**src/rtl/i2c_byte_ctl_if.sv**
```systemverilog
// Byte-level request, status and bit-controller signals of the I2C byte sequencer.
interface i2c_byte_ctl_if;
  localparam int unsigned DW = 8;

  // Host request side
  logic          start;
  logic          restart;
  logic          write;
  logic          read;
  logic          stop;
  logic          ack_in;
  logic [DW-1:0] din;

  // Host status side
  logic          cmd_ack;
  logic          ack_out;
  logic [DW-1:0] dout;
  logic          i2c_busy;
  logic          i2c_al;

  // Bit controller side
  logic [2:0]    bit_cmd;
  logic          bit_din;
  logic          bit_ack;
  logic          bit_arblost;
  logic          bit_dout;

  // Sequencer view
  modport master (
    input  start, restart, write, read, stop, ack_in, din,
    input  bit_ack, bit_arblost, bit_dout,
    output cmd_ack, ack_out, dout, i2c_busy, i2c_al,
    output bit_cmd, bit_din
  );

  // Host plus bit-controller view
  modport slave (
    output start, restart, write, read, stop, ack_in, din,
    output bit_ack, bit_arblost, bit_dout,
    input  cmd_ack, ack_out, dout, i2c_busy, i2c_al,
    input  bit_cmd, bit_din
  );
endinterface

```
**src/rtl/i2c_byte_ctl.sv**
```systemverilog
// Byte-level I2C master sequencer: turns one byte request into bit-controller commands.
module i2c_byte_ctl (
  input  logic           sysclk,
  input  logic           nReset,
  input  logic           enable,
  i2c_byte_ctl_if.master bus
);

  localparam int unsigned DW = 8;
  localparam int unsigned CW = 3;

  localparam logic [2:0] CMD_IDLE    = 3'd0;
  localparam logic [2:0] CMD_START   = 3'd1;
  localparam logic [2:0] CMD_STOP    = 3'd2;
  localparam logic [2:0] CMD_WRITE   = 3'd3;
  localparam logic [2:0] CMD_READ    = 3'd4;
  localparam logic [2:0] CMD_RESTART = 3'd5;

  localparam logic [2:0] ST_IDLE  = 3'd0;
  localparam logic [2:0] ST_START = 3'd1;
  localparam logic [2:0] ST_WRITE = 3'd2;
  localparam logic [2:0] ST_READ  = 3'd3;
  localparam logic [2:0] ST_ACK   = 3'd4;
  localparam logic [2:0] ST_STOP  = 3'd5;

  logic [2:0]    state_q, state_d;
  logic [2:0]    bit_cmd_q, bit_cmd_d;
  logic          bit_din_q, bit_din_d;
  logic          cmd_ack_q, cmd_ack_d;
  logic          ack_out_q, ack_out_d;
  logic [DW-1:0] dout_q, dout_d;
  logic          busy_q, busy_d;
  logic          al_q, al_d;
  logic [CW-1:0] cnt_q, cnt_d;
  logic [DW-1:0] shift_q, shift_d;

  // Latched request bits
  logic          start_q, start_d;
  logic          restart_q, restart_d;
  logic          wr_q, wr_d;
  logic          rd_q, rd_d;
  logic          stop_q, stop_d;
  logic          ack_in_q, ack_in_d;

  // Phase transition request from the current state
  logic          adv;
  logic [2:0]    adv_st;
  logic          last_bit;

  // First phase after START (or immediately, without START); write wins over read
  function automatic logic [2:0] data_phase(input logic wr, input logic rd, input logic sp);
    if (wr)      data_phase = ST_WRITE;
    else if (rd) data_phase = ST_READ;
    else if (sp) data_phase = ST_STOP;
    else         data_phase = ST_IDLE;
  endfunction

  assign last_bit = (cnt_q == CW'(DW - 1));

  // Next-state and next-output logic
  always_comb begin
    state_d   = state_q;
    bit_cmd_d = bit_cmd_q;
    bit_din_d = bit_din_q;
    cmd_ack_d = 1'b0;
    ack_out_d = ack_out_q;
    dout_d    = dout_q;
    busy_d    = busy_q;
    al_d      = al_q;
    cnt_d     = cnt_q;
    shift_d   = shift_q;
    start_d   = start_q;
    restart_d = restart_q;
    wr_d      = wr_q;
    rd_d      = rd_q;
    stop_d    = stop_q;
    ack_in_d  = ack_in_q;
    adv       = 1'b0;
    adv_st    = ST_IDLE;

    case (state_q)
      ST_IDLE: begin
        // No new request is taken in the completion-pulse cycle
        if (!cmd_ack_q && (bus.start || bus.write || bus.read || bus.stop)) begin
          start_d   = bus.start;
          restart_d = bus.restart;
          wr_d      = bus.write;
          rd_d      = bus.read;
          stop_d    = bus.stop;
          ack_in_d  = bus.ack_in;
          shift_d   = bus.din;
          cnt_d     = '0;
          al_d      = 1'b0;
          adv       = 1'b1;
          adv_st    = bus.start ? ST_START : data_phase(bus.write, bus.read, bus.stop);
        end
      end
      ST_START: begin
        if (bus.bit_ack) begin
          busy_d = 1'b1;
          adv    = 1'b1;
          adv_st = data_phase(wr_q, rd_q, stop_q);
        end
      end
      ST_WRITE: begin
        if (bus.bit_ack) begin
          shift_d = {shift_q[DW-2:0], 1'b0};
          cnt_d   = cnt_q + CW'(1);
          adv     = 1'b1;
          adv_st  = last_bit ? ST_ACK : ST_WRITE;
        end
      end
      ST_READ: begin
        if (bus.bit_ack) begin
          shift_d = {shift_q[DW-2:0], bus.bit_dout};
          cnt_d   = cnt_q + CW'(1);
          adv     = 1'b1;
          adv_st  = last_bit ? ST_ACK : ST_READ;
        end
      end
      ST_ACK: begin
        if (bus.bit_ack) begin
          if (wr_q) ack_out_d = bus.bit_dout;
          else      dout_d    = shift_q;
          adv    = 1'b1;
          adv_st = stop_q ? ST_STOP : ST_IDLE;
        end
      end
      ST_STOP: begin
        if (bus.bit_ack) begin
          busy_d = 1'b0;
          adv    = 1'b1;
          adv_st = ST_IDLE;
        end
      end
      default: begin
        state_d   = ST_IDLE;
        bit_cmd_d = CMD_IDLE;
        bit_din_d = 1'b1;
      end
    endcase

    // Entering a phase loads the command for it; returning to IDLE completes the request
    if (adv) begin
      state_d = adv_st;
      case (adv_st)
        ST_START: begin
          bit_cmd_d = restart_d ? CMD_RESTART : CMD_START;
          bit_din_d = 1'b1;
        end
        ST_WRITE: begin
          bit_cmd_d = CMD_WRITE;
          bit_din_d = shift_d[DW-1];
        end
        ST_READ: begin
          bit_cmd_d = CMD_READ;
          bit_din_d = 1'b1;
        end
        ST_ACK: begin
          // After a write we listen for the slave ACK; after a read we drive ours
          bit_cmd_d = wr_d ? CMD_READ : CMD_WRITE;
          bit_din_d = wr_d ? 1'b1 : ack_in_d;
        end
        ST_STOP: begin
          bit_cmd_d = CMD_STOP;
          bit_din_d = 1'b1;
        end
        default: begin
          bit_cmd_d = CMD_IDLE;
          bit_din_d = 1'b1;
          cmd_ack_d = 1'b1;
        end
      endcase
    end

    // Lost arbitration aborts the request and overrides a coincident bit_ack
    if (state_q != ST_IDLE && bus.bit_arblost) begin
      state_d   = ST_IDLE;
      bit_cmd_d = CMD_IDLE;
      bit_din_d = 1'b1;
      busy_d    = 1'b0;
      al_d      = 1'b1;
      cmd_ack_d = 1'b1;
      ack_out_d = ack_out_q;
      dout_d    = dout_q;
      shift_d   = shift_q;
      cnt_d     = '0;
      start_d   = 1'b0;
      restart_d = 1'b0;
      wr_d      = 1'b0;
      rd_d      = 1'b0;
      stop_d    = 1'b0;
      ack_in_d  = 1'b0;
    end
  end

  // State and output registers; enable low acts as reset
  always_ff @(posedge sysclk) begin
    if (!nReset || !enable) begin
      state_q   <= ST_IDLE;
      bit_cmd_q <= CMD_IDLE;
      bit_din_q <= 1'b1;
      cmd_ack_q <= 1'b0;
      ack_out_q <= 1'b0;
      dout_q    <= '0;
      busy_q    <= 1'b0;
      al_q      <= 1'b0;
      cnt_q     <= '0;
      shift_q   <= '0;
      start_q   <= 1'b0;
      restart_q <= 1'b0;
      wr_q      <= 1'b0;
      rd_q      <= 1'b0;
      stop_q    <= 1'b0;
      ack_in_q  <= 1'b0;
    end else begin
      state_q   <= state_d;
      bit_cmd_q <= bit_cmd_d;
      bit_din_q <= bit_din_d;
      cmd_ack_q <= cmd_ack_d;
      ack_out_q <= ack_out_d;
      dout_q    <= dout_d;
      busy_q    <= busy_d;
      al_q      <= al_d;
      cnt_q     <= cnt_d;
      shift_q   <= shift_d;
      start_q   <= start_d;
      restart_q <= restart_d;
      wr_q      <= wr_d;
      rd_q      <= rd_d;
      stop_q    <= stop_d;
      ack_in_q  <= ack_in_d;
    end
  end

  assign bus.bit_cmd  = bit_cmd_q;
  assign bus.bit_din  = bit_din_q;
  assign bus.cmd_ack  = cmd_ack_q;
  assign bus.ack_out  = ack_out_q;
  assign bus.dout     = dout_q;
  assign bus.i2c_busy = busy_q;
  assign bus.i2c_al   = al_q;

  // start_q is kept for visibility of the latched request only
  logic unused_start;
  assign unused_start = start_q;

endmodule

```
**src/flat_wrapper.sv**
```systemverilog
// flat-port wrapper written by rule: the top's interface ports become plain ports
module i2c_byte_ctl_flat 
  (sysclk, nReset, enable, bus_start, bus_restart, bus_write, bus_read, bus_stop, bus_ack_in, bus_din, bus_bit_ack, bus_bit_arblost, bus_bit_dout, bus_cmd_ack, bus_ack_out, bus_dout, bus_i2c_busy, bus_i2c_al, bus_bit_cmd, bus_bit_din);
  i2c_byte_ctl_if bus_i ();
  input  logic sysclk;
  input  logic nReset;
  input  logic enable;
  input wire logic [$bits(bus_i.start)-1:0] bus_start;
  input wire logic [$bits(bus_i.restart)-1:0] bus_restart;
  input wire logic [$bits(bus_i.write)-1:0] bus_write;
  input wire logic [$bits(bus_i.read)-1:0] bus_read;
  input wire logic [$bits(bus_i.stop)-1:0] bus_stop;
  input wire logic [$bits(bus_i.ack_in)-1:0] bus_ack_in;
  input wire logic [$bits(bus_i.din)-1:0] bus_din;
  input wire logic [$bits(bus_i.bit_ack)-1:0] bus_bit_ack;
  input wire logic [$bits(bus_i.bit_arblost)-1:0] bus_bit_arblost;
  input wire logic [$bits(bus_i.bit_dout)-1:0] bus_bit_dout;
  output wire logic [$bits(bus_i.cmd_ack)-1:0] bus_cmd_ack;
  output wire logic [$bits(bus_i.ack_out)-1:0] bus_ack_out;
  output wire logic [$bits(bus_i.dout)-1:0] bus_dout;
  output wire logic [$bits(bus_i.i2c_busy)-1:0] bus_i2c_busy;
  output wire logic [$bits(bus_i.i2c_al)-1:0] bus_i2c_al;
  output wire logic [$bits(bus_i.bit_cmd)-1:0] bus_bit_cmd;
  output wire logic [$bits(bus_i.bit_din)-1:0] bus_bit_din;
  assign bus_i.start = bus_start;
  assign bus_i.restart = bus_restart;
  assign bus_i.write = bus_write;
  assign bus_i.read = bus_read;
  assign bus_i.stop = bus_stop;
  assign bus_i.ack_in = bus_ack_in;
  assign bus_i.din = bus_din;
  assign bus_i.bit_ack = bus_bit_ack;
  assign bus_i.bit_arblost = bus_bit_arblost;
  assign bus_i.bit_dout = bus_bit_dout;
  assign bus_cmd_ack = bus_i.cmd_ack;
  assign bus_ack_out = bus_i.ack_out;
  assign bus_dout = bus_i.dout;
  assign bus_i2c_busy = bus_i.i2c_busy;
  assign bus_i2c_al = bus_i.i2c_al;
  assign bus_bit_cmd = bus_i.bit_cmd;
  assign bus_bit_din = bus_i.bit_din;
  i2c_byte_ctl u_core (.sysclk(sysclk), .nReset(nReset), .enable(enable), .bus(bus_i));
endmodule
```
**config.mk**
```make
export PLATFORM = sky130hd
export DESIGN_NAME = i2c_byte_ctl_flat
export DESIGN_NICKNAME = d
export VERILOG_FILES = /design/src/rtl/i2c_byte_ctl_if.sv /design/src/rtl/i2c_byte_ctl.sv /design/src/flat_wrapper.sv
export SDC_FILE = /design/constraint.sdc
export NUM_CORES = 1
export LEC_CHECK = 0
export CAP_MARGIN = 20
export CORE_UTILIZATION = 54
export DETAILED_ROUTE_END_ITERATION = 7
export PLACE_DENSITY = 0.86
export SETUP_SLACK_MARGIN = 0.02
export SLEW_MARGIN = 20
export SYNTH_ARGS = -nofsm -noshare
export SYNTH_HDL_FRONTEND = slang
export SYNTH_SLANG_ARGS = --single-unit
```
**constraint.sdc**
```tcl
create_clock -name sysclk -period 5.4 [get_ports sysclk]
set_clock_uncertainty 0.15 [all_clocks]
set_input_delay 1.62 -clock sysclk [delete_from_list [all_inputs] [get_ports sysclk]]
set_output_delay 1.62 -clock sysclk [all_outputs]
set_load 0.02 [all_outputs]
```
==> impl_metrics.ini, run 1 <==
[outcome]
outcome = finished clean

[sta]
max_freq_ghz = 0.285
finalCriticalPeriod_ns = 3.51
rsz0062_at_grt = no
max_slew_margin_pct = 57.1
worst_slew_pin_slew_ns = 0.642
setup_violations = 0
drv_slew = 0
fin_tns_setup_ns = 0
final_hold_viol_count = 0
fin_crit_sh_pct = 64.9

[synthesis]
syn_nets = 218
synth_seq_cells = 35
synthCells = 196
seq_area_frac_synth_pct = 40.6
syn_area_um2 = 1730
yosys.area.top_type = dfxtp_1
ys_async_sr_fraction_pct = 0
yosysTopAreaCellShare_pct = 40.6
synth-main-ff-cell = dfxtp_1
synth.area.top_cells = dfxtp_1, nor2_1, mux2i_1
synth_most_common_cell = dfxtp_1
synth.distinct_cells = 52
yosysWarningCount = 0
synthesis.area_per_instance_um2 = 8.82
synth-edff-count = 0
synth_common_cells = dfxtp_1, nor2_1, a21oi_1

[drt]
vias = 1646
wl_um = 4420
drc = 0
drt_iter0_markers = 95
antenna_left = 0
vias_per_cell = 6.05
routedWlPerCell_um = 16.3
firstDrtPassIters = 5

[cts]
ctsHtreeMaxLevel = 2
numCtsBuffers = 5
ctsHoldBuffers = 0
ctsRootBufferMaster = clkbuf_4
clock_sinks = 35
clk-insertion-delay-late_ns = 0.34
cts_tree = built
cts_resized = 0
cts_max_path_buffers = 2
postCtsSetupBuffers = 0
path_clk_slew_ns = 0.10

[global_routing]
grt-ovfl-total = 0
grt_use_total_pct = 27.7
grt_pass1_wl_um = 7090
antenna_found_initial = 0
grt_start_max_net_pins = 20
grt_pass1_vias = 1525

[pwr]
seqPwrFrac_pct = 52.4
p_switching_mw = 0.162
ir_drop_v = 0.000213
p_leak_nw = 0.765
sw_frac_of_total_pct = 30.3
combPwrFrac_pct = 22.3
pwr-share-clk_pct = 25.3
p_per_area_nw_per_um2 = 251
p_int_mw = 0.372

[run]
drv_cap = 0

[die]
start_util_pct = 56.6
row_count = 20
die_area_um2 = 3430
dieHeight_um = 58.6
die_w_um = 58.6
pin_count = 36
coreArea_um2 = 3050

[placed_design]
dp_hpwl_um = 3160
finalWeightedCongestion = 0.888
numPlacedInstances = 264
io_buffers = 35

[setup_path]
worst-r2r-cell-count = 5
crit_chain = clkdlybuf4s50_1, nor4_2, nor2_2, a22o_1, a2111oi_1, o21ai_1
critPathLaunchType = input port
crit_type = input port to register
reg2reg_to = u_core.bus.bit_din$_SDFFE_PP1P_
reg2reg_slack_ns = 2.93
critPathCaptureType = register
critical_path_arrival_ns = 3.58
required_ns = 5.48
slowest_stage = clkdlybuf4s50_1
slowest_delay_ns = 0.51
r2r_start = u_core.state_q[0]$_SDFFE_PP0P_
cp_max_fo = 12

[hold_path]
hp-class = register to register
hp-start = u_core.ack_in_q$_SDFF_PP0_
whs_endpoint = u_core.ack_in_q$_SDFF_PP0_
hold_depth = 2

[layout]
final_cells = 272
finish.net_count = 249
fillers = 260
drive_gt1_share_pct = 9.65
areaGrowthSynthToFinish_pct = 23.4
diodes = 0
-- sequential cells by signal, summed over array words and instances, names as in the netlist --
register             cells
u_core.wr_q              1
u_core.state_q           3
u_core.stop_q            1
u_core.bus.bit_din       1
u_core.restart_q         1
u_core.shift_q           8
u_core.bus.i2c_busy      1
u_core.bus.ack_out       1
u_core.cnt_q             3
u_core.bus.bit_cmd       3
u_core.bus.cmd_ack       1
u_core.ack_in_q          1
u_core.bus.i2c_al        1
u_core.bus.dout          8
u_core.rd_q              1
-- worst max-delay path, delay by kind of cell --
kind	cells	cell delay (ns)
buffers and inverters	1	0.51
AOI/OAI and AO/OA	3	0.74
and+or+nand+nor	2	0.71
-- cells in the final DEF (no fill, tap or decap), types with 3 or more instances in the layout --
| master | instances |
|---|---|
| a22oi_1 | 8 |
| a21oi_1 | 17 |
| mux2i_1 | 9 |
| nand3b_1 | 3 |
| dfxtp_1 | 35 |
| clkdlybuf4s50_1 | 35 |
| nand3_1 | 6 |
| nor2_1 | 32 |
| o21a_1 | 3 |
| clkbuf_4 | 5 |
| a22o_1 | 7 |
| o21ai_0 | 3 |
| nand2_1 | 15 |
-- routing by layer --
| metal | share of wire [%] | vias to the layer above | track usage, % |
|---|---|---|---|
| li1 | - | 779 | - |
| met1 | 43 | 764 | 36.8 |
| met2 | 47 | 98 | 43.2 |
| met5 | 0 | - | 0 |
| met4 | 1.2 | 0 | 13.6 |
| met3 | 8.0 | 5 | 5.27 |
-- cell families (layout without fill, tap and decap cells) --
logic type | after synthesis | count (layout) | synth area share (%)
flops | 35 | 35 | 40.6
buf+inv | 14 | 46 | 3.62
simple gates | 80 | 80 | 24.9
compound gates | 55 | 55 | 23.4
fa+ha+maj | 2 | 2 | 1.45
mux | 10 | 10 | 6.08
-- how the worst max path moves through the flow --
stage              from                            endpoint  slack (ns)
6_report       bus_read     u_core.bus.bit_din$_SDFFE_PP1P_        1.89
5_1_grt        bus_read     u_core.bus.bit_din$_SDFFE_PP1P_        1.71
4_1_cts        bus_read     u_core.bus.bit_din$_SDFFE_PP1P_        1.94
3_5_place_dp   bus_read  u_core.bus.bit_cmd[1]$_SDFFE_PP0P_        1.58
3_3_place_gp   bus_read  u_core.bus.bit_cmd[1]$_SDFFE_PP0P_        1.65
2_1_floorplan  bus_read  u_core.bus.bit_cmd[1]$_SDFFE_PP0P_        2.22
-- final cells by class --
class | instances | area (um^2) | area share [%]
multi-input cells | 147 | 965 | 45.2
flip-flops and latches | 35 | 701 | 32.9
repair buffers | 35 | 350 | 16.4
well taps | 44 | 55.1 | 2.58
clock buffers | 7 | 45.0 | 2.11
inverters | 3 | 11.3 | 0.528
clock inverters | 1 | 5.00 | 0.235
-- through the flow --
step / hold slack, ns / utilization [%] / area [um^2] / setup WS, ns / power (mW)
after detailed placement: 0.330 / 68.2 / 2080 / 1.58 / 0.402
after CTS: 0.345 / 69.8 / 2130 / 1.94 / 0.536
after global routing: 0.361 / 69.8 / 2130 / 1.71 / 0.557
after floorplan: 0.286 / - / 1730 / 2.22 / 0.364
after global placement: 0.309 / 68.2 / 2080 / 1.65 / 0.397
final: 0.345 / 69.8 / 2130 / 1.89 / 0.534
-- power by group through the flow --
stage	Clock (mW)	Combinational, mW	Sequential [mW]
CTS	0.139	0.117	0.279
detailed placement	0	0.117	0.286
floorplan	0	0.0815	0.283
global route	0.148	0.128	0.281
finish	0.135	0.119	0.280
global placement	0	0.113	0.285
Power figures use the tool's default switching activity.
==> run 2, diff against run 1 <==
CORE_UTILIZATION = 50   (was 54)
PLACE_DENSITY = 0.8   (was 0.86)
clock period = 3.25 ns   (was 5.4 ns; I/O delays follow)
==> run 2 against run 1 <==
Effect of this change:
- power rose by 69%
- clock power rose by 72%
- core utilization fell by 0.67 points
- clock-buffer cell count fell by 1
- register-to-register slack got worse by 2.0 ns
- routed wire length fell by 3.3%
- critical path depth did not move
- setup slack got worse by 1.4 ns
- sequential power rose by 66%
==> impl_metrics.ini, run 2 (synthesized netlist as in run 1, its figures left out) <==
[outcome]
outcome = finished clean

[placed_design]
finalWeightedCongestion = 0.888
dp_slack_ns = 0.148
io_buffers = 35
dp_hpwl_um = 3160
numPlacedInstances = 270

[sta]
setup_slack_ns = 0.481
drv_slew = 0
rsz0062_at_grt = no
fin_tns_setup_ns = 0
fin_hold_ws_ns = 0.321
fin_crit_sh_pct = 85.2
worst_slew_pin_slew_ns = 0.608
max_freq_ghz = 0.361
setup_violations = 0
final_hold_viol_count = 0
finalCriticalPeriod_ns = 2.77
max_slew_margin_pct = 59.4

[cts]
path_clk_slew_ns = 0.11
cts_resized = 0
numCtsBuffers = 5
clk-insertion-delay-late_ns = 0.35
cts_max_path_buffers = 2
ctsHtreeMaxLevel = 2
clock_sinks = 35
ctsRootBufferMaster = clkbuf_4
postCtsSetupBuffers = 0
ctsHoldBuffers = 0
cts_tree = built

[layout]
finish.net_count = 255
areaGrowthSynthToFinish_pct = 26.2
diodes = 0
final_cell_mix = clkdlybuf4s50_1, dfxtp_1, nor2_1, a21oi_1, nand2_1
drive_gt1_share_pct = 12.4
layout.area.seq_um2 = 701
multi_input_area_um2 = 965
fillers = 285
final_cells = 278
final_util_pct = 69.2

[global_routing]
antenna_found_initial = 0
grt-ovfl-total = 0
grt_pass1_wl_um = 6980
grt_start_max_net_pins = 20
grt_use_total_pct = 26.0
grt_pass1_vias = 1531

[pwr]
ir_drop_v = 0.000245
p_per_area_nw_per_um2 = 414
p_leak_nw = 0.794

[hold_path]
hp-class = register to register
hold_depth = 2
whs_endpoint = u_core.ack_in_q$_SDFF_PP0_
hp-start = u_core.ack_in_q$_SDFF_PP0_

[setup_path]
reg2reg_slack_ns = 0.91
cp_max_fo = 6
r2r_start = u_core.state_q[0]$_SDFFE_PP0P_
cpLargestDelayFamily = simple AND/OR/NAND/NOR gates
crit_type = input port to register
reg2reg_to = u_core.bus.bit_din$_SDFFE_PP1P_
slowest_delay_ns = 0.61
critPathLaunchType = input port
worst-r2r-cell-count = 6
crit_chain = clkdlybuf4s50_1, or4_1, nand2_2, mux2_4, o22a_4, a31oi_4
required_ns = 3.37
critical_path_arrival_ns = 2.89
cp.buffers_inverters = 1
critPathCaptureType = register
slowest_stage = or4_1

[drt]
drc = 0
vias_per_cell = 5.73
firstDrtPassIters = 4
wl_um = 4280
antenna_left = 0
drt_iter0_markers = 106
routedWlPerCell_um = 15.4
vias = 1593

[die]
dieHeight_um = 60.8
die_area_um2 = 3690
coreArea_um2 = 3150
pin_count = 36
row_count = 20
die_w_um = 60.8
start_util_pct = 54.8

[run]
drv_cap = 0
[run 2: power by group]
group | switching, mW | leakage, nW | internal, mW
Sequential | 0.0191 | 0.284 | 0.445
Combinational | 0.110 | 0.481 | 0.0974
Clock | 0.148 | 0.0282 | 0.0833
[run 2: worst max-delay path by stage]
stage	depth (start not counted)	start	endpoint
after floorplan	5	bus_read	u_core.bus.bit_cmd[1]$_SDFFE_PP0P_
after detailed placement	6	bus_read	u_core.bus.bit_cmd[1]$_SDFFE_PP0P_
after CTS	6	bus_read	u_core.bus.bit_cmd[1]$_SDFFE_PP0P_
final	6	bus_read	u_core.bus.bit_cmd[1]$_SDFFE_PP0P_
after global placement	6	bus_read	u_core.bus.bit_din$_SDFFE_PP1P_
after global routing	6	bus_read	u_core.bus.bit_cmd[0]$_SDFFE_PP0P_
[run 2: worst min-delay path: cells and delay by family (launching register included)]
kind / cells / cell delay [ns]
AOI/OAI and AO/OA: 1 / 0.05
DFF: 1 / 0.33
and+or+nand+nor: 1 / 0.05
[run 2: metrics by stage]
step           total power, mW  area (um^2)
2_1_floorplan            0.605         1730
3_3_place_gp             0.672         2130
3_5_place_dp             0.678         2130
4_1_cts                  0.915         2180
5_1_grt                  0.951         2180
6_report                 0.903         2180
[run 2: final cells by class]
type | count | area share [%]
well taps | 44 | 2.52
clock inverters | 2 | 0.574
clock buffers | 6 | 1.89
multi-input cells | 147 | 44.2
repair buffers | 41 | 18.1
flip-flops and latches | 35 | 32.1
inverters | 3 | 0.516
[run 2: layer usage]
metal / share of wire [%] / global-route usage [%] / vias to the layer above
li1: - / - / 792
met1: 45 / 32.8 / 750
met2: 49 / 42.7 / 48
met3: 4.9 / 6.40 / 3
met4: 0.75 / 10.7 / 0
met5: 0 / 0 / -
